`config.mk`:
```
export PLATFORM = sky130hd
export DESIGN_NAME = div_seq_unit
export DESIGN_NICKNAME = d
export VERILOG_FILES = /design/src/rtl/div_seq_unit.sv
export SDC_FILE = /design/constraint.sdc
export NUM_CORES = 1
export LEC_CHECK = 0
export ABC_CLOCK_PERIOD_IN_PS = 15700
export CORE_MARGIN = 10
export CORE_UTILIZATION = 50
export CTS_BUF_LIST = sky130_fd_sc_hd__clkbuf_8 sky130_fd_sc_hd__clkbuf_16
export DETAILED_ROUTE_END_ITERATION = 8
export PLACE_DENSITY_LB_ADDON = 0.08
export SLEW_MARGIN = 20
export SYNTH_ARGS = -nofsm -noshare
export SYNTH_HDL_FRONTEND = slang
export SYNTH_SLANG_ARGS = --single-unit
```
`constraint.sdc`:
```
create_clock -name clk_i -period 15.7 [get_ports clk_i]
set_clock_uncertainty 0.05 [all_clocks]
set_input_delay 1.57 -clock clk_i [delete_from_list [all_inputs] [get_ports clk_i]]
set_output_delay 1.57 -clock clk_i [all_outputs]
set_load 0.02 [all_outputs]
```
`src/rtl/div_seq_unit.sv`:
```
// Sequential radix-2 restoring divider for DIV/DIVU/REM/REMU.
// It latches the operand magnitudes and sign flags when a request is accepted.
// Divide-by-zero and signed overflow finish immediately.
// All other operations take one quotient bit per cycle for XLEN cycles.
// The sign fix-up is applied on the cycle that enters DONE.
//
// state  | meaning
// S_IDLE | waiting for start_i; a request is accepted here only
// S_CALC | one shift/subtract step per cycle, counter runs XLEN-1 down to 0
// S_DONE | one cycle: valid_o high, stall released so the instruction retires
module div_seq_unit #(
    parameter int XLEN  = 32,
    parameter int CNT_W = 5
) (
    input  logic            clk_i,
    input  logic            rst_i,
    input  logic            start_i,
    input  logic            kill_i,
    input  logic [1:0]      op_i,
    input  logic [XLEN-1:0] dividend_i,
    input  logic [XLEN-1:0] divisor_i,
    input  logic [4:0]      rd_addr_i,
    output logic            busy_o,
    output logic            stall_o,
    output logic            valid_o,
    output logic [XLEN-1:0] result_o,
    output logic [4:0]      rd_addr_o
);

    typedef enum logic [1:0] {
        S_IDLE = 2'd0,
        S_CALC = 2'd1,
        S_DONE = 2'd2
    } state_t;

    state_t            r_state;
    logic [CNT_W-1:0]  r_cnt;
    logic [XLEN-1:0]   r_rem;
    logic [XLEN-1:0]   r_quo;
    logic [XLEN-1:0]   r_dvs;
    logic              r_neg_q;
    logic              r_neg_r;
    logic              r_op_rem;
    logic [4:0]        r_rd;
    logic [XLEN-1:0]   r_result;
    logic [4:0]        r_rd_out;

    logic              w_signed;
    logic              w_sa;
    logic              w_sb;
    logic [XLEN-1:0]   w_abs_a;
    logic [XLEN-1:0]   w_abs_b;
    logic              w_div_zero;
    logic              w_ovf;
    logic              w_accept;
    logic [XLEN-1:0]   w_special;
    logic [XLEN:0]     w_sh_r;
    logic [XLEN:0]     w_diff;
    logic              w_ge;
    logic [XLEN-1:0]   w_rem_nxt;
    logic [XLEN-1:0]   w_quo_nxt;
    logic [XLEN-1:0]   w_q_fix;
    logic [XLEN-1:0]   w_r_fix;

    // Operand decode at accept: signs only count for signed ops, magnitudes in two's complement
    always_comb begin
        w_signed   = ~op_i[0];
        w_sa       = w_signed & dividend_i[XLEN-1];
        w_sb       = w_signed & divisor_i[XLEN-1];
        w_abs_a    = w_sa ? (~dividend_i + 1'b1) : dividend_i;
        w_abs_b    = w_sb ? (~divisor_i + 1'b1) : divisor_i;
        w_div_zero = (divisor_i == '0);
        w_ovf      = w_signed & (dividend_i == {1'b1, {(XLEN-1){1'b0}}}) & (divisor_i == '1);
        w_accept   = (r_state == S_IDLE) & start_i & ~kill_i;
        // Overflow case: dividend is 0x80000000, which is also the required quotient
        if (w_div_zero) begin
            w_special = op_i[1] ? dividend_i : '1;
        end else begin
            w_special = op_i[1] ? '0 : dividend_i;
        end
    end

    // One restoring step: the XLEN+1 bit trial remainder; no borrow means R >= divisor
    always_comb begin
        w_sh_r    = {r_rem, r_quo[XLEN-1]};
        w_diff    = w_sh_r - {1'b0, r_dvs};
        w_ge      = ~w_diff[XLEN];
        w_rem_nxt = w_ge ? w_diff[XLEN-1:0] : w_sh_r[XLEN-1:0];
        w_quo_nxt = {r_quo[XLEN-2:0], w_ge};
        w_q_fix   = r_neg_q ? (~w_quo_nxt + 1'b1) : w_quo_nxt;
        w_r_fix   = r_neg_r ? (~w_rem_nxt + 1'b1) : w_rem_nxt;
    end

    // Sequencer, datapath registers and registered result
    always_ff @(posedge clk_i) begin
        if (rst_i) begin
            r_state  <= S_IDLE;
            r_cnt    <= '0;
            r_rem    <= '0;
            r_quo    <= '0;
            r_dvs    <= '0;
            r_neg_q  <= 1'b0;
            r_neg_r  <= 1'b0;
            r_op_rem <= 1'b0;
            r_rd     <= '0;
            r_result <= '0;
            r_rd_out <= '0;
        end else begin
            case (r_state)
                S_IDLE: begin
                    if (w_accept) begin
                        r_rd     <= rd_addr_i;
                        r_op_rem <= op_i[1];
                        r_neg_q  <= w_sa ^ w_sb;
                        r_neg_r  <= w_sa;
                        r_quo    <= w_abs_a;
                        r_rem    <= '0;
                        r_dvs    <= w_abs_b;
                        if (w_div_zero || w_ovf) begin
                            r_result <= w_special;
                            r_rd_out <= rd_addr_i;
                            r_state  <= S_DONE;
                        end else begin
                            r_cnt   <= CNT_W'(XLEN - 1);
                            r_state <= S_CALC;
                        end
                    end
                end
                S_CALC: begin
                    if (kill_i) begin
                        r_state <= S_IDLE;
                    end else begin
                        r_rem <= w_rem_nxt;
                        r_quo <= w_quo_nxt;
                        if (r_cnt == '0) begin
                            r_result <= r_op_rem ? w_r_fix : w_q_fix;
                            r_rd_out <= r_rd;
                            r_state  <= S_DONE;
                        end else begin
                            r_cnt <= r_cnt - 1'b1;
                        end
                    end
                end
                S_DONE: begin
                    r_state <= S_IDLE;
                end
                default: begin
                    r_state <= S_IDLE;
                end
            endcase
        end
    end

    // Handshake outputs: a kill in DONE must drop the strobe in that same cycle
    always_comb begin
        busy_o    = (r_state != S_IDLE);
        stall_o   = w_accept | (r_state == S_CALC);
        valid_o   = (r_state == S_DONE) & ~kill_i;
        result_o  = r_result;
        rd_addr_o = r_rd_out;
    end

endmodule

```
[Word-level counts from Yosys, hierarchy flattened]
Index checks and enable logic that the tools add are counted.
Storage, ports and cells
  register bits after elaboration: 148
  input port bits: 75
  output and inout port bits: 40
  logic and storage cells: 90
Operators by class
  add/sub/neg operators: 6
  eq/ne operators: 11
  multiplexer cells: 35
  bitwise gates (word level): 16
  reductions and logical operators: 11
Operators by type and width (count)
  $mux 32: 17
  $pmux 32 s2: 3
  $add 32x1->32 const B: 4
  $not 32->32: 4
  $eq 32x32->1 const B: 2
  $mux 5: 8
  $sub 33x32->33: 1
  $logic_not 32->1: 1
  $pmux 5 s2: 2
  $ne 2x2->1 const B: 5
  $reduce_and 5->1: 2
  $mux 2: 4
  $and 1x1->1: 7
  $logic_not 5->1: 1
  $sub 5x1->5 const B: 1
  $pmux 2 s2: 1
  $reduce_and 2->1: 2
  $reduce_bool 2->1: 2
  $ne 3x3->1 const B: 1
  $not 1->1: 3
  $reduce_and 3->1: 1
  $eq 2x1->1 const B: 1
  $eq 2x2->1 const B: 1
  $logic_not 2->1: 1
  4 further kinds: 4

[Logic depth before layout (Yosys ltp)]
Gate-level depths: netlist (run 1).
  depth after elaboration: 9
  gate-level depth with buffers: 25
  depth with buffers taken out: 23

[Worst setup path after synthesis (run 1)]
OpenSTA, ideal clock, no wires.
  kind: register to register
  start point: register r_quo[31]
  end point: register r_result[22], in the netlist result_o[22]
  setup time: 0.137 ns
  arrival: 5.279 ns
  path slack: 10.234 ns
  stages on the path, launching flop included: 25
  buffers on the path: 3
  period minus slack after synthesis: 5.466 ns
  path through: dfxtp_1 -> inv_1 -> ha_1 -> inv_1 -> fa_1 -> a211oi_1 -> or3_4 -> a2111o_1 -> a2111oi_4 -> nor3_2 -> nor2_2 -> buf_4 -> buf_2 -> buf_2 -> mux2i_1 -> ha_1 -> inv_1 -> nor3_1 -> nand2_1 -> a2111oi_0 -> a21oi_1 -> o41ai_1 -> xor2_1 -> a221oi_1 -> a211oi_1
Between the ends
  cells in the longest elaborated chain, start to end: 9
  elaborated cells between the ends (all ways): 13
  classes of those cells: add/sub (3); mux (7); bitwise (3)
RTL lines
  from (decl): line 39  | logic [XLEN-1:0] r_quo;
  from (signal assigned): line 116  | r_quo <= w_abs_a;
  from (signal assigned): line 134  | r_quo <= w_quo_nxt;
  $sub 33x32->33: line 86  | w_diff = w_sh_r - {1'b0, r_dvs};
  $mux 32 or $not 1->1 (tied branches): line 88, 87
  $not 32->32 (on tied branches): line 91, 90
  $add 32x1->32 (on tied branches): line 91, 90
  $mux 32 (on tied branches): line 91, 90
  $mux 32 (*): line 136  | r_result <= r_op_rem ? w_r_fix : w_q_fix;
  $mux 32 (*): line 135  | if (r_cnt == '0) begin
  $mux 32 (*): line 130  | if (kill_i) begin
  $pmux 32 s2 (*): line 109  | case (r_state)
  to (signal assigned): line 120  | r_result <= w_special;
  to (signal assigned): line 136
  to (decl): line 45  | logic [XLEN-1:0] r_result;
Mark *: on every way between the ends. The rest lies on a longest branch, timed or not. The select of a mux whose other input is x is not followed.
A chain may end at the register's enable or synchronous reset.

[Worst setup path after layout (run 1)]
  start point: register r_quo[31]
  end point: register r_result[28], in the netlist result_o[28]
Same word-level chain as after synthesis.

==> results.txt, run 1 <==
----------------------------------------------------
[STA]
  RSZ-0062 raised after global routing ... no
  Maximum frequency from static timing analysis ... about 160 MHz
  Period utilization ... 40.4%
  Count of endpoints failing setup in the final report ... 0
  Final hold viol count ... 0
  Final setup margin ... slightly above 9 ns
  Tmin final ... between 6 and 7 ns
  Slew Limit Headroom ... 23.9%
  Final TNS setup ... 0 ns
  Slew at the pin with the worst max-slew slack ... 1.14 ns
  Slew Viols, Final ... 0

[Global routing]
  Wire length of the first global-routing pass ... around 67000 um
  Via count of the first global-routing pass ... around 12000
  Antenna violations before repair ... 1
  Combined global-route utilization of all metal layers ... between 20 and 30%
  Gr ovfl total ... 0
  Largest net degree at the start of global routing ... 92

[Floorplanning]
  I/O Pins ... ~120
  Floorplan die area ... slightly above 0.03 mm^2
  Chip width ... about 180 um
  Die Ht ... roughly 180 um
  Core Region ... between 0.02 and 0.025 mm^2
  Effective utilization at floorplan ... around half
  Placement row count ... 56

[Setup path]
  Crit path DAT ... 6.64 ns
  Element type at the critical path end ... flip-flop
  Startpoint of the worst register-to-register path ... r_quo[31]
  Critical Path Source ... r_quo[31]
  Maximum fanout along the worst path ... 46
  CP startpoint kind ... flip-flop
  Crit path kind ... reg -> reg
  Critical path data required time ... roughly 16 ns

[CTS]
  Sinks on Clock Net ... ~150
  Worst-skew pair later-pin latency ... approximately 0.44 ns
  Number of cells upsized or downsized after cts ... 0
  Largest buffer count on any clock path ... 2
  Clock slew seen by the registers of the worst setup and hold paths ... approximately 0.070 ns
  Hold-fix buffers, CTS ... 0
  TritonCTS clock tree ... yes
  Setup Buffers After CTS ... 0
  Maximum level of the CTS H-tree ... 4
  Root Driver ... clkbuf_16
  TritonCTS Buffers ... 17

[Job]
  Max-cap check violation count ... 0

[Layout]
  Fraction of final layout cells sized beyond drive strength 1 ... 5.10%
  Inserted Diodes ... 0
  Commonest non-fill, non-tap cell in the layout ... nor2_1
  Nets ... ~1800
  Sequential cell area in the final layout ... roughly 0.0030 mm^2
  Fill cell instance count of the final layout ... around 2300
  Commonest cells after routing, fill and taps aside ... nor2_1 (220), a21oi_1 (166), nand2_1 (148)
  Area of combinational cells with multiple inputs ... around 0.0085 mm^2
  P&R area growth vs syn ... 15.5%
  Non-filler cells in the finished layout ... between 2000 and 2500

[Hold path]
  Startpoint of the tightest hold check path ... r_rd[3]
  Path type of the worst min-delay path ... reg -> reg

[Synthesis]
  Sequential-to-total area share from yosys stat ... between 20% and 30%
  Total nets after synthesis ... 1782
  Number of enable-type register cells in the synthesized netlist ... 0
  Biggest area contributors in the synthesized netlist ... dfxtp_1 (25%), a21oi_1 (6.9%), nor2_1 (6.9%)
  Post-synthesis sequential element count ... between 100 and 150
  Mean Syn Cell Area ... just over 7 um^2
  Most area-hungry cell type in the Yosys netlist ... dfxtp_1
  Area fraction of the dominant cell type after synthesis ... roughly 25%
  Fraction of registers with async set or reset after synthesis ... 0%
  Ys Warns ... 0
  Instance count of the mapped netlist ... between 1500 and 2000
  Unique cell type count in the Yosys netlist ... 80
  Post-Synthesis Cell Area ... between 0.01 and 0.015 mm^2
  Prevailing post-synth register cell ... dfxtp_1

[Placed design]
  RePlAce Congestion ... approximately 0.97
  HPWL after detailed placement ... around 32000 um
  Place WS ... ~9.5 ns
  Placed Instances ... 2011
  Number of buffers inserted by port buffering ... about 110

[Run status]
  Status ... complete, no violations

[Drt]
  DR vias/cell ... around 6.3
  Average wire per cell in the routed design ... between 20 and 25 um
  Iter 0 DRT Violations ... 1468
  Final routed DRC violation total ... 0
  Antenna viol nets, final ... 0
  Count of TritonRoute iterations in the first routing pass ... 6
  Routed wire length ... about 43000 um
  Number of vias after detailed routing ... 12900

[Pwr]
  Leak Pwr ... about 5.1 nW
  Power density normalized to cell area ... approximately 87 mW/mm^2
  Worst-case vdd ir drop ... about 0.057 mV

----------------------------------------------------
## state kept, by name, indices dropped and copies added, names as in the netlist
signal     cells
r_neg_r        1
r_dvs         32
r_rem         32
r_op_rem       1
result_o      32
r_quo         32
r_rd           5
r_neg_q        1
r_state        2
rd_addr_o      5
r_cnt          5
## stage by stage
step / instance area, um^2 / hold WS (ns) / util, % / power, mW
6_report: 13900 / 0.408 / 59.0 / 1.22
5_1_grt: 13900 / 0.436 / 59.0 / 1.27
4_1_cts: 13900 / 0.407 / 58.9 / 1.21
3_5_place_dp: 13300 / 0.397 / 56.5 / 0.803
3_3_place_gp: 13300 / 0.396 / 56.5 / 0.801
2_1_floorplan: 12100 / 0.382 / - / 0.679
## power breakdown
part,leakage (nW),switching [mW],internal [mW]
logic,3.64,0.244,0.141
registers,1.21,0.0243,0.398
clock network,0.284,0.187,0.222
## final timing paths
kind,endpoint,slack [ns],cells past startpoint
setup reg to reg,result_o[28],9.36,21
hold / removal,r_rd[3],0.41,2
setup / recovery,result_o[28],9.36,21
hold reg to reg,r_rd[3],0.41,2
## metal layers
layer | GRT usage (%) | vias to the layer above | part of all wire, %
li1 | - | 6173 | -
met1 | 37.2 | 6061 | 45
met2 | 41.6 | 589 | 44
met3 | 5.10 | 81 | 8.2
met4 | 7.59 | 2 | 2.4
met5 | 0 | - | 0.025
## critical path, cell delays in order, from the launching register on
cell       delay [ns]
dfxtp_1          0.40
inv_1            0.08
ha_1             0.21
inv_1            0.07
fa_1             0.23
a211oi_1         0.15
or3_4            0.40
a2111o_1         0.47
a2111oi_4        0.49
nor3_2           0.22
nor2_4           0.14
buf_4            0.50
mux2i_1          0.38
ha_1             0.20
inv_1            0.08
nor4_1           0.69
and3b_1          0.30
a31oi_1          0.14
or3_1            0.42
o41ai_2          0.25
xor2_1           0.11
o32ai_1          0.25
## synthesized netlist by cell type (all sizes together) (7+ instances only)
cell and instances:
nor2 222, a21oi 166, dfxtp 148, nand2 148
o21ai 104, clkbuf 88, a211oi 73, xor2 69
xnor2 63, inv 60, ha 39, nor3 37
o31ai 32, nand3 28, maj3 27, nor4 24
or3 23, mux2i 22, a22oi 20, nand4 20
a31oi 18, buf 16, a21o 15, o211ai 15
o41ai 15, and3 13, or2 12, or4 12
and2 11, o21a 11, a311oi 10, nand2b 10
nor2b 9, a211o 7, mux2 7
## layout make-up
type	count	area share [%]
Sequential cell	148	21.3
Inverter	63	1.71
Multi-Input combinational cell	1352	61.0
Tap cell	319	2.87
Timing Repair Buffer	130	9.07
Clock inverter	15	1.05
Clock buffer	17	3.06
## kinds of logic (layout without fill, tap and decap cells)
kind of cell	after synthesis	after routing	synth area share, %
flops	148	148	24.6
fa+ha+maj	67	67	6.45
mux	29	29	2.48
simple gates	586	586	22.7
xor+xnor	132	132	9.59
buf+inv	167	225	5.34
compound gates	538	538	28.8
(Power assumes the default switching activity.)
==> inputs of run 2 (changes only) <==
- ABC_CLOCK_PERIOD_IN_PS: 15700 -> 5280
- clock period: 15.7 -> 5.28 ns (I/O delays scaled with it)
==> results.txt, run 2 (synthesized netlist as in run 1, its figures left out) <==
----------------------------------------------------
[Setup path]
  Startpoint of the worst register-to-register path ... r_quo[31]
  Critical path data required time ... approximately 5.6 ns
  Crit path kind ... reg -> reg
  Element type at the critical path end ... flip-flop
  Crit path DAT ... 5.43 ns
  Register-to-register setup slack ... ~0.18 ns
  CP startpoint kind ... flip-flop
  Worst reg2reg path depth ... 16
  Maximum fanout along the worst path ... 36
  Capture instance of the worst register-to-register path ... result_o[29]

[Global routing]
  Largest net degree at the start of global routing ... slightly above 90
  Via count of the first global-routing pass ... approximately 12000
  Wire length of the first global-routing pass ... 68800 um
  Combined global-route utilization of all metal layers ... between 20 and 30%
  Gr ovfl total ... 0
  Antenna violations before repair ... 0

[Layout]
  Inserted Diodes ... 0
  Commonest cells after routing, fill and taps aside ... nor2_1 (220), a21oi_1 (165), nand2_1 (147), dfxtp_1 (147), clkdlybuf4s50_1 (113)
  Nets ... 1862
  Fraction of final layout cells sized beyond drive strength 1 ... 7.95%
  Commonest non-fill, non-tap cell in the layout ... nor2_1
  P&R area growth vs syn ... 18.9%
  Non-filler cells in the finished layout ... between 2000 and 2500

[CTS]
  Clock slew seen by the registers of the worst setup and hold paths ... 0.07 ns
  Sinks on Clock Net ... roughly 150
  Root Driver ... clkbuf_16
  Largest buffer count on any clock path ... 2
  Worst-skew pair later-pin latency ... about 0.44 ns
  TritonCTS Buffers ... 17
  Hold-fix buffers, CTS ... 0
  Maximum level of the CTS H-tree ... 4
  TritonCTS clock tree ... yes

[Drt]
  Antenna viol nets, final ... 0
  Average wire per cell in the routed design ... 21.5 um
  Count of TritonRoute iterations in the first routing pass ... 6
  Number of vias after detailed routing ... between 10000 and 15000
  Iter 0 DRT Violations ... around 1500
  Routed wire length ... approximately 45000 um
  Final routed DRC violation total ... 0
  DR vias/cell ... 6.26

[STA]
  Count of endpoints failing setup in the final report ... 0
  Slew Viols, Final ... 0
  Slew at the pin with the worst max-slew slack ... ~1.0 ns
  Period utilization ... 96.5%
  Slew Limit Headroom ... a little under a third
  Final TNS setup ... 0 ns
  Maximum frequency from static timing analysis ... between 150 and 200 MHz
  Tmin final ... 5.10 ns
  Final hold viol count ... 0

[Floorplanning]
  Floorplan die area ... 0.0307 mm^2
  Placement row count ... 56
  Die Ht ... ~180 um
  Effective utilization at floorplan ... slightly above 50%
  Core Region ... between 0.02 and 0.025 mm^2
  Chip width ... ~180 um
  I/O Pins ... around 120

[Placed design]
  Placed Instances ... slightly above 2000
  Number of buffers inserted by port buffering ... roughly 110
  RePlAce Congestion ... a little over 0.9
  HPWL after detailed placement ... 33600 um

[Hold path]
  Path type of the worst min-delay path ... reg -> reg
  Number of cells on the worst hold path ... 2
  Endpoint of the worst hold-timing path ... result_o[9]
  Startpoint of the tightest hold check path ... result_o[9]

[Pwr]
  Leak Pwr ... between 5 and 6 nW
  Power density normalized to cell area ... roughly 260 mW/mm^2
  Worst-case vdd ir drop ... between 0.2 and 0.25 mV

[Job]
  Max-cap check violation count ... 0

[Run status]
  Status ... complete, no violations

----------------------------------------------------
[run 2: layout make-up]
type,instances,area (um^2)
Multi-Input combinational cell,1352,8620
Clock buffer,17,425
Tap cell,319,399
Fill cell,2262,9270
Inverter,63,238
Clock inverter,15,166
Sequential cell,148,2960
Timing Repair Buffer,165,1530
[run 2: layer usage]
| layer | global-route usage (%) | share of wire [%] |
|---|---|---|
| met1 | 38.1 | 44 |
| met2 | 42.3 | 44 |
| met3 | 7.18 | 9.7 |
| met4 | 6.89 | 1.8 |
| met5 | 0 | 0 |
[run 2: where the power goes]
part,leakage [nW],internal [mW],switching (mW)
logic,3.84,0.460,0.757
clock network,0.292,0.674,0.582
registers,1.21,1.18,0.0711
[run 2: repair_timing]
| item | 4_1_cts | 5_1_grt |
|---|---|---|
| setup endpoints to repair | 0 | 7 |
| buffers inserted | 0 | 4 |
| resized for setup | 0 | 23 |
| hold endpoints to repair | 0 | 0 |
[run 2: worst max-delay path, stage by stage, from the launching register on]
cell,delay (ns)
dfxtp_1,0.33
inv_1,0.06
ha_1,0.20
inv_1,0.07
fa_2,0.22
a211oi_1,0.11
or3_4,0.40
a2111o_1,0.51
a2111oi_4,0.53
nor3_4,0.09
nor2_4,0.19
buf_4,0.45
a31oi_1,0.24
or4_4,0.56
or4_1,0.41
a31oi_1,0.39
o31a_1,0.20
[run 2: worst max-delay path by stage]
stage / from / to / slack, ns
2_1_floorplan: r_quo[31] / result_o[28] / 0.02
3_3_place_gp: r_quo[31] / result_o[22] / 0.30
3_5_place_dp: r_quo[31] / result_o[22] / 0.13
4_1_cts: r_quo[31] / result_o[22] / 0.14
5_1_grt: r_quo[31] / result_o[22] / -0.08
6_report: r_quo[31] / result_o[29] / 0.18
[run 2: per-stage QoR]
| stage | setup WS (ns) | utilization [%] | hold WS [ns] | total power, mW | instance area [um^2] |
|---|---|---|---|---|---|
| floorplan | 0.0247 | - | 0.382 | 2.02 | 12100 |
| global placement | 0.296 | 57.6 | 0.386 | 2.42 | 13600 |
| detailed placement | 0.135 | 57.6 | 0.393 | 2.43 | 13600 |
| CTS | 0.137 | 60.1 | 0.402 | 3.67 | 14200 |
| global route | -0.0833 | 60.7 | 0.422 | 3.88 | 14300 |
| finish | 0.182 | 60.7 | 0.399 | 3.73 | 14300 |
